### config.mk
export PLATFORM = sky130hd
export DESIGN_NAME = lfsr_draw_arbiter
export DESIGN_NICKNAME = d
export VERILOG_FILES = /design/src/rtl/lfsr_pkg.sv /design/src/rtl/rr_arbiter.sv /design/src/rtl/lfsr_draw_arbiter.sv
export SDC_FILE = /design/constraint.sdc
export NUM_CORES = 1
export LEC_CHECK = 0
export CAP_MARGIN = 20
export CORE_MARGIN = 2
export CORE_UTILIZATION = 50
export CTS_CLUSTER_SIZE = 8
export DETAILED_ROUTE_END_ITERATION = 8
export PLACE_DENSITY = 0.78
export SLEW_MARGIN = 20
export SYNTH_ARGS = -nofsm -noshare
export SYNTH_HDL_FRONTEND = slang
export SYNTH_SLANG_ARGS = --single-unit
### constraint.sdc
create_clock -name clk -period 1.9 [get_ports clk]
set_input_delay 0.19 -clock clk [delete_from_list [all_inputs] [get_ports clk]]
set_output_delay 0.19 -clock clk [all_outputs]
set_load 0.01 [all_outputs]
### src/rtl/lfsr_pkg.sv
// Shared LFSR definitions: 8-bit Fibonacci register, taps 7/5/4/1 (period 255).
// Pure declarations; no latency or flow control.
package lfsr_pkg;

  localparam int                LFSR_W     = 8;
  localparam logic [LFSR_W-1:0] LFSR_RESET = 8'h01;
  localparam logic [LFSR_W-1:0] LFSR_TAPS  = 8'hB2;

  typedef enum logic {
    ST_WARMUP,
    ST_SERVE
  } state_t;

  // Shift left, feed back the XOR of the tapped bits into bit 0.
  function automatic logic [LFSR_W-1:0] lfsr_next(input logic [LFSR_W-1:0] s);
    return {s[LFSR_W-2:0], ^(s & LFSR_TAPS)};
  endfunction

endpackage

### src/rtl/rr_arbiter.sv
// Combinational round-robin pick: first set req above pointer, wrapping.
// Zero latency; onehot is all-zero unless advance is high and some req is set.
module rr_arbiter #(
  parameter int NUM_REQ = 4
) (
  input  logic [NUM_REQ-1:0]         req,
  input  logic [$clog2(NUM_REQ)-1:0] pointer,
  input  logic                       advance,
  output logic [$clog2(NUM_REQ)-1:0] winner,
  output logic [NUM_REQ-1:0]         onehot
);

  localparam int IDX_W = $clog2(NUM_REQ);

  logic             found;
  logic [IDX_W-1:0] idx;

  always_comb begin
    winner = '0;
    found  = 1'b0;
    idx    = '0;
    for (int i = 1; i <= NUM_REQ; i++) begin
      idx = IDX_W'((int'(pointer) + i) % NUM_REQ);
      if (!found && req[idx]) begin
        found  = 1'b1;
        winner = idx;
      end
    end
  end

  always_comb begin
    onehot = '0;
    if (advance && found) begin
      onehot[winner] = 1'b1;
    end
  end

endmodule

### src/rtl/lfsr_draw_arbiter.sv
// Shared random byte source: seeds and warms an 8-bit LFSR, then hands one byte per
// cycle to round-robin requesters; grant registered one cycle after req, LFSR steps only on a draw.
module lfsr_draw_arbiter
  import lfsr_pkg::*;
#(
  parameter int NUM_REQ = 4,
  parameter int WARMUP  = 8
) (
  input  logic               clk,
  input  logic               rst,
  input  logic               seed_load,
  input  logic [LFSR_W-1:0]  seed,
  input  logic [NUM_REQ-1:0] req,
  output logic [NUM_REQ-1:0] gnt,
  output logic               rnd_valid,
  output logic [LFSR_W-1:0]  rnd_data,
  output logic               busy
);

  localparam int         IDX_W     = $clog2(NUM_REQ);
  localparam logic [7:0] WARM_INIT = 8'(WARMUP);
  localparam state_t     ST_INIT   = (WARMUP == 0) ? ST_SERVE : ST_WARMUP;

  state_t              state_q, state_d;
  logic [LFSR_W-1:0]   lfsr_q, lfsr_d;
  logic [7:0]          cnt_q, cnt_d;
  logic [IDX_W-1:0]    ptr_q, ptr_d;
  logic [NUM_REQ-1:0]  gnt_q, gnt_d;
  logic [LFSR_W-1:0]   rnd_data_q, rnd_data_d;

  logic                draw;
  logic [IDX_W-1:0]    arb_winner;
  logic [NUM_REQ-1:0]  arb_onehot;

  rr_arbiter #(
    .NUM_REQ (NUM_REQ)
  ) u_rr_arbiter (
    .req     (req),
    .pointer (ptr_q),
    .advance (draw),
    .winner  (arb_winner),
    .onehot  (arb_onehot)
  );

  always_ff @(posedge clk) begin
    if (rst) begin
      state_q    <= ST_INIT;
      lfsr_q     <= LFSR_RESET;
      cnt_q      <= WARM_INIT;
      ptr_q      <= IDX_W'(NUM_REQ - 1);
      gnt_q      <= '0;
      rnd_data_q <= '0;
    end else begin
      state_q    <= state_d;
      lfsr_q     <= lfsr_d;
      cnt_q      <= cnt_d;
      ptr_q      <= ptr_d;
      gnt_q      <= gnt_d;
      rnd_data_q <= rnd_data_d;
    end
  end

  always_comb begin
    state_d = state_q;
    if (seed_load) begin
      state_d = ST_INIT;
    end else if (state_q == ST_WARMUP && cnt_q <= 8'd1) begin
      state_d = ST_SERVE;
    end
  end

  // A seed load pre-empts any draw in the same cycle.
  always_comb begin
    draw       = (state_q == ST_SERVE) && (|req) && !seed_load;
    lfsr_d     = lfsr_q;
    cnt_d      = cnt_q;
    ptr_d      = ptr_q;
    gnt_d      = arb_onehot;
    rnd_data_d = rnd_data_q;
    if (seed_load) begin
      lfsr_d = (seed == '0) ? LFSR_RESET : seed;
      cnt_d  = WARM_INIT;
    end else if (state_q == ST_WARMUP) begin
      lfsr_d = lfsr_next(lfsr_q);
      cnt_d  = cnt_q - 8'd1;
    end else if (draw) begin
      lfsr_d     = lfsr_next(lfsr_q);
      ptr_d      = arb_winner;
      rnd_data_d = lfsr_q;
    end
  end

  always_comb begin
    busy      = (state_q == ST_WARMUP);
    gnt       = gnt_q;
    rnd_valid = |gnt_q;
    rnd_data  = rnd_data_q;
  end

endmodule

==> results of run 1 <==
[power groups by stage]
stage	combinational [W]	sequential, W	clock (W)
6_report	0.000170	0.000700	0.000389
3_5_place_dp	0.000170	0.000715	0
3_3_place_gp	0.000164	0.000713	0
4_1_cts	0.000171	0.000700	0.000397
5_1_grt	0.000189	0.000703	0.000423
2_1_floorplan	0.000110	0.000707	0
[sequential cells by signal, summed over array words and instances (netlist names)]
name      cells
cnt_q         8
gnt           4
lfsr_q        8
ptr_q         2
rnd_data      8
state_q       1
[Yosys cell counts]
cell type and n:
nand3b_1 1, or3_1 3, and2b_2 1, nand2_1 18
a211oi_2 3, o21ai_0 6, nand2_2 1, nand2b_1 4
or3b_4 1, nor3_2 1, dfxtp_1 31, nor4_1 2
ha_1 2, and3_1 1, mux2i_1 7, xor2_1 4
nor2_1 20, a221oi_1 1, xnor2_1 4, a21oi_1 14
o21ai_1 1, o31ai_1 1, o211ai_1 1, o21a_1 2
nor4_4 1, nor4_2 2, or4_1 2, buf_2 1
a211o_1 1, or2_2 1, a31oi_1 1, clkbuf_1 3
nor3b_1 2, a211oi_1 4, buf_6 2, buf_4 1
inv_1 6
[per-layer routing]
| layer | share of wire | GRT usage | vias to the layer above | wire, um |
|---|---|---|---|---|
| li1 | - | - | 604 | - |
| met4 | 0.023 | 0.1063 | 0 | 65 |
| met2 | 0.49 | 0.3415 | 31 | 1399 |
| met1 | 0.44 | 0.2100 | 533 | 1254 |
| met5 | 0 | 0 | - | 0 |
| met3 | 0.051 | 0.05669 | 6 | 147 |
[final timing paths]
check             depth (start not counted)                     start                        to  slack [ps]
setup / recovery                          2         gnt[1]$_SDFF_PP0_                 rnd_valid          70
hold / removal                            2  rnd_data[2]$_SDFFE_PP0P_  rnd_data[2]$_SDFFE_PP0P_         460
setup reg to reg                          6     cnt_q[0]$_SDFFE_PP0N_     cnt_q[6]$_SDFFE_PP0N_         360
hold reg to reg                           2  rnd_data[2]$_SDFFE_PP0P_  rnd_data[2]$_SDFFE_PP0P_         460
[cells by family (layout without fill, tap and decap cells)]
| group | Yosys count | in the layout | synth area share |
|---|---|---|---|
| and+or+nand+nor | 61 | 61 | 0.2347 |
| xor gates and xnor gates | 8 | 8 | 0.04960 |
| muxes | 7 | 7 | 0.04960 |
| adders and majority gates | 2 | 2 | 0.01771 |
| DFF | 31 | 31 | 0.4393 |
| AOI/OAI and AO/OA | 35 | 35 | 0.1603 |
| buffers and inverters | 13 | 45 | 0.04871 |
[tightest hold or removal path: cells and delay by family, from the launching register on]
| kind | cells | cell delay, ps |
|---|---|---|
| DFF | 1 | 320 |
| and+or+nand+nor | 1 | 50 |
| AOI/OAI and AO/OA | 1 | 50 |
[cell type report]
class / count / area [sq um]
Inverter: 6 / 22.52
Fill cell: 234 / 938.4
Sequential cell: 31 / 620.6
Timing Repair Buffer: 32 / 310.3
Multi-Input combinational cell: 113 / 723.2
Clock inverter: 1 / 5.005
Tap cell: 31 / 38.79
Clock buffer: 6 / 51.30
[stage by stage]
step / instances / instance area, sq um / setup WS, ps / util
2_1_floorplan: 157 / 1413 / 472.7 / -
3_3_place_gp: 213 / 1715 / 192.0 / 0.6330
3_5_place_dp: 213 / 1715 / 120.3 / 0.6330
4_1_cts: 220 / 1772 / 56.33 / 0.6537
5_1_grt: 220 / 1772 / 2.605 / 0.6537
6_report: 220 / 1772 / 74.68 / 0.6537
==> key figures, run 1 <==
Run status
  • Status: finished, final reports clean

Die
  • Die Width: 57.15 um
  • DIE HEIGHT: about 57 um
  • Die ar.: 3266 sq um
  • Starting Density: 0.5212
  • Row count: 19
  • IO Count: 29
  • Core area: 2710 sq um

STA
  • Endpoints failing setup: 0
  • Final Hold Viols: 0
  • RSZ-0062 raised after global routing: no
  • Fmax: 547.9 MHz
  • Rel. slew slack: 0.6484
  • Fin Hold WS: roughly 460 ps
  • Final Max Tran Viols: 0
  • Clock skew after layout: between 6 and 7 ps
  • Slew of the pin with the lowest slew margin: 524.6 ps
  • Fin crit period: 1825 ps
  • Part of the cycle the worst path needs: 0.9607
  • Setup TNS: 0 ps

Critical path
  • Critical Path AT: ~1600 ps
  • Critical Path End Type: primary output
  • Startpoint types: flip-flop
  • Worst path slowest cell: or4_1
  • Worst-path cell chain: or4_1, clkdlybuf4s50_1
  • Crit-path max FO: 2
  • Worst setup path class: reg -> out
  • Cell family with most CP delay: simple AND/OR/NAND/NOR gates
  • Slowest stage delay, CP: 500 ps
  • Worst Path Required: 1710 ps
  • Worst Path Buf+Inv: 1

Clocking
  • CTS H-tree depth: 2
  • Hold buffers post-CTS: 0
  • Clock sink total: 31
  • CTS tree: built
  • CTS clk-pin slew, worst paths: about 90 ps
  • Clock Tree Buf Depth: 2
  • CTS Root Cell: clkbuf_4
  • Post-CTS Setup Repair Bufs: 0
  • PostCTS Resize Cnt: 0
  • Clock Latency Late Sink: ~330 ps
  • CTS buffer count: 5

Synthesis
  • Register area share after synthesis: 0.4393
  • Top-area cell type share of the netlist area: 0.4393
  • Synth area leaders: dfxtp_1, nor2_1, a21oi_1, mux2i_1, nand2_1
  • Synth area leader: dfxtp_1
  • Post-Syn Instances: 157
  • Mapped Avg Cell Area: approximately 9 sq um
  • Mapped cell area: 1413 sq um
  • Cell variety after synth: 37
  • Post-Syn Nets: 174
  • Yosys reg bits: 31
  • Ys Warns: 0

Drt
  • # DRC: 0
  • Final wirelength: between 2000 and 3000 um
  • 1st-iter DRT viols: around 50
  • DR WL/cell: 13.03 um
  • Drt first pass iters: 4
  • Vias: approximately 1.2k
  • Via density: 5.336
  • ANT nets after route: 0

Run
  • Max cap viols: 0

Power and ir drop
  • Switching share of power: 0.2554
  • Leakage power: 0.6719 nW
  • Sw Pwr: 0.0003215 W
  • Worst vdd ir: ~0.00063 V
  • Clock power share: 0.309
  • Power share of the sequential group: 0.556
  • Power Density: about 710 nW/um^2
  • Final total power: between 0.001 and 0.0015 W
  • Combinational share of power: 0.135
  • Int Pwr: 0.0009371 W

Cells and area
  • N_diodes: 0
  • P&R area growth vs syn: 25.42%
  • Share of cells above drive strength 1: 0.1164
  • Nets: 206
  • Commonest non-fill, non-tap cell in the layout: dfxtp_1
  • Most frequent cells in the layout: dfxtp_1, clkdlybuf4s50_1, nor2_1, nand2_1, a21oi_1

Placed design
  • Hpwl dp: between 2000 and 2500 um
  • GP Congestion: roughly 0.78
  • # port buffers: 28

Global route
  • Grt ovf: 0
  • Initial antenna violation count: 0
  • Global-route usage over all layers: 0.1949
  • Pin count of the biggest net entering global routing: 16
  • Number of global-route vias before repair: 1201
  • First-pass GRT wire length: about 4900 um

Worst hold path
  • HP Class: reg -> reg
Power figures use the tool's default switching activity.
==> inputs of run 2 (changes only) <==
--- a/config.mk
+++ b/config.mk
@@ -11,6 +11,7 @@
 export CTS_CLUSTER_SIZE = 8
 export DETAILED_ROUTE_END_ITERATION = 8
 export PLACE_DENSITY = 0.78
+export RECOVER_POWER = 50
 export SLEW_MARGIN = 20
 export SYNTH_ARGS = -nofsm -noshare
 export SYNTH_HDL_FRONTEND = slang
==> key figures, run 2 (synthesized netlist as in run 1, its figures left out) <==
Drt
  • Metal-1 WL: 1260 um (+0.48%)
  • Met3 wire len: 143 um (-2.7%)
  • DR WL/cell: 13.03 um (unchanged)
  • Via density: 5.305 (-0.60%)
  • Final wirelength: 2866 um (unchanged)
  • ANT nets after route: 0 (unchanged)
  • DR top layer: met4
  • Vias: 1167 (-0.60%)
  • Drt first pass iters: 4 (unchanged)
  • Met2 routed WL: 1398 um (about the same)
  • 1st-iter DRT viols: 42 (-14%)
  • # DRC: 0 (unchanged)

Global route
  • First-pass GRT wire length: 4857 um (unchanged)
  • Initial antenna violation count: 0 (unchanged)
  • Global-route usage over all layers: 0.1949 (unchanged)
  • Grt ovf: 0 (unchanged)
  • Pin count of the biggest net entering global routing: 16 (unchanged)
  • Number of global-route vias before repair: 1201 (unchanged)

Clocking
  • Clock Latency Late Sink: 330 ps (about the same)
  • CTS Root Cell: clkbuf_4
  • CTS buffer count: 5 (unchanged)
  • PostCTS Resize Cnt: 0 (unchanged)
  • CTS H-tree depth: 2 (unchanged)
  • Clock sink total: 31 (unchanged)
  • Clock Tree Buf Depth: 2 (unchanged)
  • Hold buffers post-CTS: 0 (unchanged)
  • CTS tree: built
  • CTS clk-pin slew, worst paths: 90 ps (about the same)
  • Post-CTS Setup Repair Bufs: 0 (unchanged)

Placed design
  • # port buffers: 28 (unchanged)
  • Area after DPL: 1715 sq um (unchanged)
  • GP Congestion: 0.7758 (unchanged)
  • Hpwl dp: 2210 um (unchanged)
  • Placed Cells incl. Taps: 213 (unchanged)

Critical path
  • R2r setup slk: 330 ps (-30 ps)
  • Worst Path Required: 1710 ps (about the same)
  • Reg-to-Reg Start: cnt_q[0]$_SDFFE_PP0N_
  • Slowest stage delay, CP: 500 ps (about the same)
  • Startpoint types: flip-flop
  • FF-to-FF path depth: 6 (unchanged)
  • Worst-path cell chain: or4_1, clkdlybuf4s50_1
  • Critical Path End Type: primary output
  • Worst R2R End: cnt_q[6]$_SDFFE_PP0N_
  • Worst path slowest cell: or4_1
  • Critical Path AT: 1640 ps (about the same)
  • Crit-path max FO: 2 (unchanged)
  • Worst setup path class: reg -> out

Cells and area
  • N_diodes: 0 (unchanged)
  • Multi-input logic area: 714.4 sq um (-1.2%)
  • Commonest non-fill, non-tap cell in the layout: dfxtp_1
  • Most frequent cells in the layout: dfxtp_1, nor2_1, nand2_1
  • Non-filler cells, final: 220 (unchanged)
  • Storage cell area: 620.6 sq um (unchanged)
  • P&R area growth vs syn: 24.80%
  • Nets: 206 (unchanged)
  • Share of cells above drive strength 1: 0.1005 (-0.01587)
  • Fillers: 236 (+0.85%)
  • Post-Layout Inst Area: 1763 sq um (-0.49%)
  • Final core occ: 0.6505 (-0.003232)

Die
  • Core area: 2710 sq um (unchanged)
  • Die Width: 57.15 um (unchanged)
  • DIE HEIGHT: 57.15 um (unchanged)
  • IO Count: 29 (unchanged)
  • Die ar.: 3266 sq um (unchanged)
  • Starting Density: 0.5212 (unchanged)
  • Row count: 19 (unchanged)

STA
  • Slew of the pin with the lowest slew margin: 609.2 ps (+84.66 ps)
  • RSZ-0062 raised after global routing: no
  • Final Max Tran Viols: 0 (unchanged)
  • Setup TNS: 0 ps (unchanged)
  • Part of the cycle the worst path needs: 0.9614 (about the same)
  • Endpoints failing setup: 0 (unchanged)
  • Final Hold Viols: 0 (unchanged)
  • Rel. slew slack: 0.5901 (-0.05828)
  • Fmax: 547.5 MHz (about the same)
  • Clock skew after layout: 6.529 ps (-0.3562 ps)
  • Fin crit period: 1827 ps (+1.314 ps)

Power and ir drop
  • Power Density: 711.4 nW/um^2 (+0.15%)
  • Worst vdd ir: 0.0006300 V (+0.56%)
  • Leakage power: 0.7139 nW (+6.2%)
  • Final total power: 0.001254 W (-0.35%)

Worst hold path
  • Worst Min Path Start: rnd_data[2]$_SDFFE_PP0P_
  • Hold depth: 2 (unchanged)
  • HP Class: reg -> reg
  • Hold endpoint: rnd_data[2]$_SDFFE_PP0P_

Run
  • Max cap viols: 0 (unchanged)

Run status
  • Status: finished, final reports clean
==> run 2: cell type report <==
type,instances,area share
clock buffers,6,0.02910
well taps,31,0.02200
repair buffers,32,0.1760
clock inverters,1,0.002839
inverters,6,0.01278
multi-input cells,113,0.4053
flip-flops and latches,31,0.3520
==> run 2: per-stage QoR <==
| step | hold WS (ps) | setup slack [ps] |
|---|---|---|
| after CTS | 459.8 | 56.33 |
| after global placement | 445.6 | 192.0 |
| final | 455.8 | 73.37 |
| after global routing | 480.7 | 5.380 |
| after detailed placement | 446.9 | 120.3 |
| after floorplan | 355.2 | 472.7 |
==> run 2: layer usage <==
layer	vias to the layer above	track usage
met4	0	0.1063
met1	528	0.2100
met3	6	0.05669
li1	604	-
met2	29	0.3415
met5	-	0
==> run 2: power by group <==
part | leakage [nW] | internal (W) | total, W | switching [W]
Combinational | 0.427 | 0.0000869 | 0.000165 | 0.0000776
Clock | 0.0341 | 0.000171 | 0.000391 | 0.000220
Sequential | 0.253 | 0.000673 | 0.000699 | 0.0000251
Total | 0.714 | 0.000931 | 0.00125 | 0.000323
==> run 2: worst max-delay path: cells and delay by family, from the launching register on <==
family	cells	cell delay, ps
buffers and inverters	1	490
DFF	1	310
and+or+nand+nor	1	500
==> run 2: how the worst max path moves through the flow <==
stage / endpoint / startpoint / cells past startpoint / slack [ps]
5_1_grt: rnd_valid / gnt[1]$_SDFF_PP0_ / 2 / 5
2_1_floorplan: cnt_q[4]$_SDFFE_PP0N_ / cnt_q[0]$_SDFFE_PP0N_ / 5 / 470
3_3_place_gp: rnd_data[6]$_SDFFE_PP0P_ / req[2] / 6 / 190
6_report: rnd_valid / gnt[1]$_SDFF_PP0_ / 2 / 70
3_5_place_dp: lfsr_q[7]$_SDFFE_PP0P_ / req[2] / 5 / 120
4_1_cts: rnd_valid / gnt[1]$_SDFF_PP0_ / 2 / 60
==> inputs of run 3 (changes only) <==
--- a/config.mk
+++ b/config.mk
@@ -6,11 +6,10 @@
 export NUM_CORES = 1
 export LEC_CHECK = 0
 export CAP_MARGIN = 20
-export CORE_MARGIN = 2
-export CORE_UTILIZATION = 50
+export CORE_MARGIN = 8
+export CORE_UTILIZATION = 40
 export CTS_CLUSTER_SIZE = 8
 export DETAILED_ROUTE_END_ITERATION = 8
-export PLACE_DENSITY = 0.78
 export RECOVER_POWER = 50
 export SLEW_MARGIN = 20
 export SYNTH_ARGS = -nofsm -noshare
==> key figures, run 3 (synthesized netlist as in run 1, its figures left out) <==
Run status
  • Status: finished, final reports clean

STA
  • Fmax: 595.3 MHz (+8.7%)
  • Part of the cycle the worst path needs: 0.8841 (-0.07732)
  • Clock skew after layout: 10.52 ps (+3.996 ps)
  • Fin crit period: 1680 ps (-146.9 ps)
  • Slew of the pin with the lowest slew margin: 593.8 ps (-15.44 ps)
  • Final Hold Viols: 0 (unchanged)
  • RSZ-0062 raised after global routing: no
  • Final Max Tran Viols: 0 (unchanged)
  • Setup TNS: 0 ps (unchanged)
  • Rel. slew slack: 0.6005 (+0.01039)
  • Endpoints failing setup: 0 (unchanged)

Critical path
  • Critical Path End Type: flip-flop
  • Worst setup path class: in -> reg
  • Critical Path AT: 1870 ps (+230 ps)
  • Worst Path Required: 2090 ps (+380 ps)
  • Crit-path max FO: 15 (+13)
  • Startpoint types: primary input
  • R2r setup slk: 310 ps (-20 ps)

Drt
  • Vias: 1188 (+1.8%)
  • # DRC: 0 (unchanged)
  • Drt first pass iters: 5 (+1)
  • Final wirelength: 3115 um (+8.7%)
  • ANT nets after route: 0 (unchanged)
  • Via density: 5.034 (-5.1%)
  • DR WL/cell: 13.20 um (+1.3%)
  • 1st-iter DRT viols: 40 (-4.8%)

Power and ir drop
  • Worst vdd ir: 0.0004960 V (-21%)
  • Leakage power: 0.7421 nW (+4.0%)
  • Power Density: 773.0 nW/um^2 (+8.6%)

Die
  • Starting Density: 0.4200 (-0.1012)
  • Die ar.: 5689 sq um (+74%)
  • IO Count: 29 (unchanged)
  • DIE HEIGHT: 75.43 um (+32%)
  • Row count: 21 (+2)
  • Core area: 3363 sq um (+24%)
  • Die Width: 75.43 um (+32%)

Placed design
  • GP Congestion: 0.7133 (-8.1%)
  • Hpwl dp: 2389 um (+8.1%)
  • # port buffers: 28 (unchanged)

Cells and area
  • Commonest non-fill, non-tap cell in the layout: dfxtp_1
  • Most frequent cells in the layout: dfxtp_1, nor2_1, nand2_1, a21oi_1, clkdlybuf4s50_1
  • Nets: 206 (unchanged)
  • Final core occ: 0.5387 (-0.1118)
  • N_diodes: 0 (unchanged)
  • P&R area growth vs syn: 28.26%
  • Share of cells above drive strength 1: 0.1000 (-0.0005291)

Clocking
  • CTS clk-pin slew, worst paths: 90 ps (about the same)
  • Clock Latency Late Sink: 330 ps (about the same)
  • CTS buffer count: 5 (unchanged)
  • Post-CTS Setup Repair Bufs: 0 (unchanged)
  • CTS H-tree depth: 2 (unchanged)
  • PostCTS Resize Cnt: 0 (unchanged)
  • Clock sink total: 31 (unchanged)
  • Clock Tree Buf Depth: 2 (unchanged)
  • CTS Root Cell: clkbuf_4
  • Hold buffers post-CTS: 0 (unchanged)
  • CTS tree: built

Global route
  • Pin count of the biggest net entering global routing: 16 (unchanged)
  • Initial antenna violation count: 0 (unchanged)
  • First-pass GRT wire length: 5250 um (+8.1%)
  • Grt ovf: 0 (unchanged)
  • Global-route usage over all layers: 0.1208 (-0.07411)
  • Number of global-route vias before repair: 1185 (-1.3%)

Run
  • Max cap viols: 0 (unchanged)

Worst hold path
  • HP Class: reg -> reg
## run 3: layer usage
layer  vias up  share of wire  global-route usage
li1        609              -                   -
met1       548           0.45              0.1357
met2        26           0.48              0.2052
met3         5          0.055             0.04211
met4         0          0.015             0.04478
met5         -              0                   0
## run 3: worst paths after layout
kind	from	depth (start not counted)	to
max reg2reg	cnt_q[1]$_SDFFE_PP0N_	5	cnt_q[4]$_SDFFE_PP0N_
min	rnd_data[1]$_SDFFE_PP0P_	2	rnd_data[1]$_SDFFE_PP0P_
max	req[2]	5	lfsr_q[7]$_SDFFE_PP0P_
min reg2reg	rnd_data[1]$_SDFFE_PP0P_	2	rnd_data[1]$_SDFFE_PP0P_
## run 3: layout make-up
class / instances / area (sq um)
fillers: 329 / 1551
repair buffers: 32 / 312.8
well taps: 46 / 57.56
clock buffers: 6 / 51.30
flip-flops and latches: 31 / 620.6
multi-input cells: 113 / 711.9
inverters: 6 / 22.52
clock inverters: 2 / 35.03
## run 3: worst max-delay path, stage by stage
cell and delay, ps:
dlygate4sd3_1 620, nor4_4 390, nand2_1 370, nor2_1 230
a211oi_2 70
## run 3: per-stage QoR
stage	total power (W)	cells	hold WS (ps)	setup slack (ps)	cell area [sq um]
floorplan	0.0008173	157	355.2	472.7	1413
global placement	0.0008816	228	446.3	176.1	1734
detailed placement	0.0008855	228	447.9	163.2	1734
CTS	0.001424	236	460.6	20.32	1821
global route	0.001475	236	480.9	81.91	1812
finish	0.001400	236	452.4	220.3	1812
## run 3: power breakdown
| group | switching, W | internal, W |
|---|---|---|
| logic | 0.0000798 | 0.0000871 |
| registers | 0.0000248 | 0.000674 |
| clock network | 0.000224 | 0.000311 |
